$ cat src/rtl/cap_prop_check_sched.sv
// Sequences capability property checks over one shared checker and gathers a pass/fail mask per vector.
// Optional macro CAP_PROP_STOP_ON_FAIL_EN: end the vector at the first failed or timed-out property.
module cap_prop_check_sched #(
    parameter int NUM_PROPS   = 9,
    parameter int SEL_W       = 4,
    parameter int TIMEOUT_CYC = 16
) (
    input  logic                 CLK,
    input  logic                 RST_N,
    input  logic                 in_valid,
    output logic                 in_ready,
    input  logic [63:0]          in_base,
    input  logic [63:0]          in_len,
    input  logic [63:0]          in_addr,
    input  logic [NUM_PROPS-1:0] in_prop_en,
    output logic                 chk_req_valid,
    output logic [SEL_W-1:0]     chk_sel,
    output logic [63:0]          chk_base,
    output logic [63:0]          chk_len,
    output logic [63:0]          chk_addr,
    input  logic                 chk_rsp_valid,
    input  logic                 chk_rsp_ok,
    output logic                 res_valid,
    input  logic                 res_ready,
    output logic [NUM_PROPS-1:0] res_fail_mask,
    output logic                 res_timeout,
    output logic [31:0]          vec_count,
    output logic [31:0]          fail_count
);
    localparam int CNT_W = (TIMEOUT_CYC > 2) ? $clog2(TIMEOUT_CYC) : 1;

    typedef enum logic [1:0] {S_IDLE, S_WAIT, S_STEP, S_DONE} state_t;

    state_t               state_q, state_d;
    logic [SEL_W-1:0]     idx_q, idx_d;
    logic [NUM_PROPS-1:0] en_q, en_d;
    logic [NUM_PROPS-1:0] mask_q, mask_d;
    logic                 to_q, to_d;
    logic [CNT_W-1:0]     cnt_q, cnt_d;
    logic [63:0]          base_q, base_d, len_q, len_d, addr_q, addr_d;
    logic [31:0]          vec_q, vec_d, fail_q, fail_d;
    logic                 resolve, fail_now, last_prop;

    always_ff @(posedge CLK or negedge RST_N) begin
        if (!RST_N) begin
            state_q <= S_IDLE;
            idx_q   <= '0;
            en_q    <= '0;
            mask_q  <= '0;
            to_q    <= 1'b0;
            cnt_q   <= '0;
            base_q  <= '0;
            len_q   <= '0;
            addr_q  <= '0;
            vec_q   <= '0;
            fail_q  <= '0;
        end else begin
            state_q <= state_d;
            idx_q   <= idx_d;
            en_q    <= en_d;
            mask_q  <= mask_d;
            to_q    <= to_d;
            cnt_q   <= cnt_d;
            base_q  <= base_d;
            len_q   <= len_d;
            addr_q  <= addr_d;
            vec_q   <= vec_d;
            fail_q  <= fail_d;
        end
    end

    assign last_prop = (idx_q == SEL_W'(NUM_PROPS - 1));

    always_comb begin
        state_d       = state_q;
        idx_d         = idx_q;
        en_d          = en_q;
        mask_d        = mask_q;
        to_d          = to_q;
        cnt_d         = '0;
        base_d        = base_q;
        len_d         = len_q;
        addr_d        = addr_q;
        vec_d         = vec_q;
        fail_d        = fail_q;
        chk_req_valid = 1'b0;
        resolve       = 1'b0;
        fail_now      = 1'b0;
        case (state_q)
            S_IDLE: begin
                if (in_valid) begin
                    base_d  = in_base;
                    len_d   = in_len;
                    addr_d  = in_addr;
                    en_d    = in_prop_en;
                    idx_d   = '0;
                    mask_d  = '0;
                    to_d    = 1'b0;
                    state_d = S_WAIT;
                end
            end
            S_WAIT: begin
                if (!en_q[idx_q]) begin
                    resolve = 1'b1;
                end else begin
                    chk_req_valid = 1'b1;
                    // A response in the final allowed cycle takes priority over the timeout.
                    if (chk_rsp_valid) begin
                        mask_d[idx_q] = ~chk_rsp_ok;
                        fail_now      = ~chk_rsp_ok;
                        resolve       = 1'b1;
                    end else if (cnt_q == CNT_W'(TIMEOUT_CYC - 1)) begin
                        mask_d[idx_q] = 1'b1;
                        to_d          = 1'b1;
                        fail_now      = 1'b1;
                        resolve       = 1'b1;
                    end else begin
                        cnt_d = cnt_q + 1'b1;
                    end
                end
                if (resolve) begin
`ifdef CAP_PROP_STOP_ON_FAIL_EN
                    state_d = (last_prop || fail_now) ? S_DONE : S_STEP;
`else
                    state_d = last_prop ? S_DONE : S_STEP;
`endif
                end
            end
            S_STEP: begin
                idx_d   = idx_q + 1'b1;
                state_d = S_WAIT;
            end
            S_DONE: begin
                if (res_ready) begin
                    state_d = S_IDLE;
                    if (vec_q != '1) vec_d = vec_q + 1'b1;
                    if ((mask_q != '0) && (fail_q != '1)) fail_d = fail_q + 1'b1;
                end
            end
            default: state_d = S_IDLE;
        endcase
    end

    assign in_ready      = (state_q == S_IDLE);
    assign res_valid     = (state_q == S_DONE);
    assign chk_sel       = chk_req_valid ? idx_q : '0;
    assign chk_base      = base_q;
    assign chk_len       = len_q;
    assign chk_addr      = addr_q;
    assign res_fail_mask = mask_q;
    assign res_timeout   = to_q;
    assign vec_count     = vec_q;
    assign fail_count    = fail_q;

endmodule

$ cat config.mk
export PLATFORM = sky130hd
export DESIGN_NAME = cap_prop_check_sched
export DESIGN_NICKNAME = d
export VERILOG_FILES = /design/src/rtl/cap_prop_check_sched.sv
export SDC_FILE = /design/constraint.sdc
export NUM_CORES = 1
export LEC_CHECK = 0
export ABC_AREA = 0
export BUFFER_PORTS_ARGS = -buffer_cell sky130_fd_sc_hd__buf_2
export CAP_MARGIN = 20
export CORE_AREA = 2 2 185 187
export DETAILED_ROUTE_END_ITERATION = 8
export DIE_AREA = 0 0 187 189
export GPL_ROUTABILITY_DRIVEN = 0
export GPL_TIMING_DRIVEN = 1
export SYNTH_ARGS = -nofsm -noshare
export SYNTH_HDL_FRONTEND = slang
export SYNTH_SLANG_ARGS = --single-unit
$ cat constraint.sdc
create_clock -name CLK -period 2 [get_ports CLK]
set_input_delay 0.2 -clock CLK [delete_from_list [all_inputs] [get_ports CLK]]
set_output_delay 0.2 -clock CLK [all_outputs]
set_load 0.005 [all_outputs]
# ---- Yosys cells after proc, flatten, opt, wreduce, memory -nomap -nowiden
# Index checks and enable logic that the tools add are counted.
dict set report classes {
  addsub 4
  n_lt_le_gt_ge 2
  n_eq_ne 14
  mux 33
  bitwise 2
  n_reduce_logical 13
}
# op n
set ops {}
lappend ops {{adder 32 x 1 -> 32 bit, second input constant} 2}
lappend ops {{inequality test 32 bit, second input constant} 2}
lappend ops {{2-to-1 mux 9 bit} 4}
lappend ops {{2-to-1 mux 4 bit} 6}
lappend ops {{case mux 9 bit (2 select lines)} 1}
lappend ops {{2-to-1 mux 1 bit} 13}
lappend ops {{inequality test 2 bit, second input constant} 5}
lappend ops {{bitwise mux 9 bit} 1}
lappend ops {{bitwise OR 9 bit} 1}
lappend ops {{AND reduction 3 bit} 3}
lappend ops {{nonzero test 9 bit} 1}
lappend ops {{adder 4 x 1 -> 4 bit, second input constant} 2}
lappend ops {{== test 4 bit, second input constant} 2}
lappend ops {{case mux 2 bit (4 select lines)} 1}
lappend ops {{case mux 4 bit (2 select lines)} 1}
lappend ops {{2-to-1 mux 2 bit} 3}
lappend ops {{less-than comparator 4 x 5 -> 1 bit, second input constant} 1}
lappend ops {{AND reduction 5 bit} 1}
lappend ops {{binary-select mux 1 bit (select 4 bit)} 1}
lappend ops {{demux 1 bit (select 4 bit)} 1}
lappend ops {{== test 2 bit, second input constant} 2}
lappend ops {{>= comparator 4 x 1 -> 1 bit, second input constant} 1}
lappend ops {{AND reduction 2 bit} 2}
lappend ops {{AND reduction 4 bit} 1}
lappend ops {{8 further kinds} 10}
dict set report word_totals {
  ff_bits 285
  input_bits 207
  out_inout_bits 273
  elab_cells 79
}

# ---- Logic depth before layout (Yosys ltp)
dict set report logic_depth {
  ltp_word 9
  ltp_mapped 8
  mapped_depth_nobuf 6
}

# ---- Worst setup path after synthesis
# OpenSTA, ideal clock, no wires.
dict set report synth_timing {
  kind {register to register}
  from {reg fail_q[0] (netlist: fail_count[0])}
  to {reg fail_q[27] (netlist: fail_count[27])}
  setup_ns 0.079
  t_arrival_ns 1.762
  required_time_ns 1.921
  setup_slack_ns 0.159
  stages_incl_launch_ff 7
  n_path_buf 0
  period_less_slack_ns 1.841
  cell_sequence {dfrtp_1 -> ha_1 -> and3_1 -> and4_4 -> a211o_4 -> nor4_4 -> xor2_1}
}
dict set report synth_between {
  elab_chain_cells 3
  word_cells_on_any_way 4
  cone_classes {1 x add/sub; 1 x eq/ne; 2 x reduce/logical}
}
# element line_no
set synth_lines {}
lappend synth_lines {{start: declaration} 41} ;# logic [31:0] vec_q, vec_d, fail_q, fail_d;
lappend synth_lines {{start signal: assignment} 68} ;# fail_q <= fail_d;
lappend synth_lines {{branches (longest 3 deep; another with adder 32 x 1 -> 32 bit)} n/a}
# Several ways; the timed one is not identified.
# A chain may end at the register's enable or synchronous reset.

# ---- Worst setup path in the final report
dict set report layout_timing {
  from {reg idx_q[3]}
  to {out chk_sel[0]}
}
dict set report layout_between {
  elab_chain_cells 5
}
# element line_no
set layout_lines {}
lappend layout_lines {{start: declaration} 35} ;# logic [SEL_W-1:0] idx_q, idx_d;
lappend layout_lines {{start signal: assignment} 59} ;# idx_q <= idx_d;
lappend layout_lines {{binary-select mux 1 bit (select 4 bit)} 103} ;# if (!en_q[idx_q]) begin
lappend layout_lines {{2-to-1 mux 1 bit (not written as such)} 103}
lappend layout_lines {{2-to-1 mux 1 bit} 103}
lappend layout_lines {{2-to-1 mux 1 bit} 89} ;# case (state_q)
lappend layout_lines {{2-to-1 mux 4 bit} 146} ;# assign chk_sel = chk_req_valid ? idx_q : '0;
lappend layout_lines {{end: declaration} 17} ;# output logic [SEL_W-1:0] chk_sel,
# No other way between the ends. The select of a mux whose other input is x is not followed.

==> results by group <==
STA
  – Skew final: roughly 0.018 ns
  – Final setup TNS: -0.607 ns
  – Min Tclk post-route: approximately 2.2 ns
  – Final Hold Viols: 0
  – Setup violators final: 4
  – Final Worst Setup Slack: -0.229 ns
  – Slew Viols, Final: 0
  – RSZ-0062 raised after global routing: true
  – Max_slew headroom: approximately 65%
  – Max Freq: 449 MHz
  – WHS: 0.0456 ns
  – Final worst path period share: 111%
  – Worst Tran Pin Value: around 0.52 ns

Yosys
  – Asr flop ratio synth: 100%
  – Post-synth EDFFs: 0
  – YS warnings: 0
  – Post-Syn Area: 0.0120 mm2
  – Synthesized area per cell: between 9 and 10 um2
  – Flops & latches, synth: approximately 290
  – Syn Inst Count: approximately 1300
  – Top_reg_cell synth: dfrtp_1
  – Distinct cells, synth: between 50 and 60
  – Syn nets: 1486
  – Seq/Total Area, Yosys: between 50 and 60%

Route
  – Vias: around 12000
  – Wl on met1: 15.6 mm
  – Drt pass-1 iters: 7
  – DRT iter0 DRCs: around 530
  – Met3 routed WL: ~2.8 mm
  – WL/cell: between 15 and 20 um
  – DRT antenna net count: 0
  – Metal2 WL: roughly 19 mm
  – Post-route DRC: 0
  – Wirelength, routed: 39.1 mm
  – Via/cell ratio: about 4.7
  – Highest metal used: met4

Clock network
  – CTS root buf: clkbuf_16
  – CTS max path bufs: 3
  – CTS sink count: about 290
  – H-tree depth: 2
  – CTS buffer count: 35
  – Worst skew pair latency: 0.51 ns
  – Reg clk slew, reported paths: roughly 0.060 ns
  – CTS tree: done

Setup path
  – Crit path kind: flip-flop to output port
  – Kind of end point of the critical path: output port
  – Critical Path AT: roughly 2 ns
  – Critical Path, Cell by Cell: or2_4 > o221ai_4 > o311ai_4 > buf_4 > nor2_4 > buf_2
  – CP top delay family: simple AND/OR/NAND/NOR gates
  – Crit path max fanout: 4
  – Worst path slowest cell: dfrtp_1
  – Startpoint types: flip-flop
  – Slowest stage delay, CP: 0.42 ns
  – WP data required: ~1.8 ns
  – WP buf/inv: 2

Global routing
  – Largest net degree at the start of global routing: 63
  – Total global-route track usage: 21.9%
  – Vias in the first global route: about 12000
  – Global-route wire length before repair: about 63 mm
  – GR Overflow Total: 0
  – Initial antenna violation count: 3

Power and ir drop
  – Peak supply drop: between 0.0007 and 0.0008 V
  – Total power: 23.4 mW
  – Leakage power: just over 10 nW
  – PD cells: between 1000 and 1500 mW/mm2

Floorplan
  – DIE AREA: between 0.03 and 0.04 mm2
  – Die Span X: 187 um
  – Die H: 189 um
  – Initial core utilization: around 36%
  – Ports: 480
  – Row cnt: 67
  – Core Area: 0.0333 mm2

Final layout
  – Layout cells sized above 1: 31.8%
  – Most frequent cells in the layout: nand2_1, buf_2, dfrtp_1, dlygate4sd3_1, buf_4
  – Layout Cells excl Fill: approximately 2500
  – Most common cell after layout, fill and taps aside: nand2_1
  – Nets: roughly 2200
  – Area Growth Syn to Fin: 54.5%

Placement
  – Port bufs: about 480
  – DP HPWL: approximately 26 mm
  – Placement Setup Slack: just over 0.1 ns
  – Dpl cells: between 2000 and 2500

Status
  – Failing checks: negative setup slack
  – Status: complete, but fails checks

Hold path
  – Min-Delay Path Class: primary input to flip-flop

Flow run
  – Max Cap Violations: 0
## per-stage QoR
stage / cell area, um2 / util, %
after floorplan: 12000 / -
after global placement: 15200 / 45.7
after detailed placement: 15200 / 45.7
after CTS: 18400 / 55.4
after global routing: 18500 / 55.7
final: 18500 / 55.7
## power by group
part,internal [mW],switching (mW),total (mW)
clock network,3.63,2.46,6.09
logic,3.70,4.42,8.13
registers,7.90,1.32,9.22
total,15.2,8.20,23.4
## worst min-delay path, delay by kind of cell
kind | cells | cell delay, ns
buffers and inverters | 1 | 0.12
AND/OR/NAND/NOR | 2 | 0.19
## synth_stat cells, types with 4 or more instances
master | instances | area, um2
nand2_1 | 635 | 2380
dfrtp_1 | 285 | 7130
nand3_1 | 34 | 170
xor2_1 | 32 | 280
xnor2_1 | 31 | 272
nor2_1 | 30 | 113
clkbuf_1 | 27 | 101
buf_2 | 23 | 115
nand4_1 | 20 | 125
o21ai_0 | 15 | 75.1
and3_1 | 13 | 81.3
nor3_1 | 11 | 55.1
a21o_1 | 8 | 60.1
nand3b_1 | 8 | 60.1
and2_1 | 7 | 43.8
ha_1 | 7 | 87.6
and4_1 | 6 | 52.6
a21oi_1 | 5 | 25.0
inv_1 | 5 | 18.8
nor3_2 | 5 | 50.1
and4_4 | 4 | 45.0
buf_6 | 4 | 45.0
mux2i_1 | 4 | 40.0
## sequential cells by signal (all words and copies together), names as in the netlist
signal	flops
res_fail_mask	9
state_q	2
cnt_q	4
vec_count	32
chk_base	64
en_q	9
chk_addr	64
idx_q	4
fail_count	32
res_timeout	1
chk_len	64
## logic make-up after synthesis
| logic type | synth area share, % |
|---|---|
| compound gates | 3.20 |
| mux | 0.522 |
| flops | 59.5 |
| fa+ha+maj | 0.730 |
| xor+xnor | 4.60 |
| buf+inv | 2.62 |
| simple gates | 28.8 |
## routing by layer
metal | vias up | global-route usage (%)
met5 | - | 0
met4 | 0 | 10.8
met3 | 132 | 5.52
met2 | 446 | 36.5
met1 | 5500 | 26.5
li1 | 5486 | -
## final cells by class
type / instances / area, um2
Clock buffer: 50 / 1040
Fill cell: 2912 / 14800
Multi-Input combinational cell: 923 / 4620
Clock inverter: 9 / 58.8
Tap cell: 448 / 561
Antenna cell: 4 / 10.0
Inverter: 6 / 25.0
Sequential cell: 285 / 7130
Timing Repair Buffer: 738 / 5080
## final timing paths
check,startpoint,cells after the start,endpoint,slack [ns]
worst max-delay path,idx_q[3],6,chk_sel[0],-0.23
worst min-delay path,res_ready,3,state_q[1],0.05
worst max register to register,vec_count[13],6,vec_count[20],0.10
worst min register to register,chk_base[21],2,chk_base[21],0.47
max in group asynchronous,RST_N,3,chk_base[32],1.04
min in group asynchronous,RST_N,2,vec_count[20],0.25
## repair_timing
item                                    4_1_cts  5_1_grt
buffers inserted                              4        6
gates resized for setup                      13        6
hold endpoints to repair                    252        0
pin swaps                                     5        8
endpoints found under the setup margin        4       20
hold buffers                                203        0
Power figures use the tool's default switching activity.
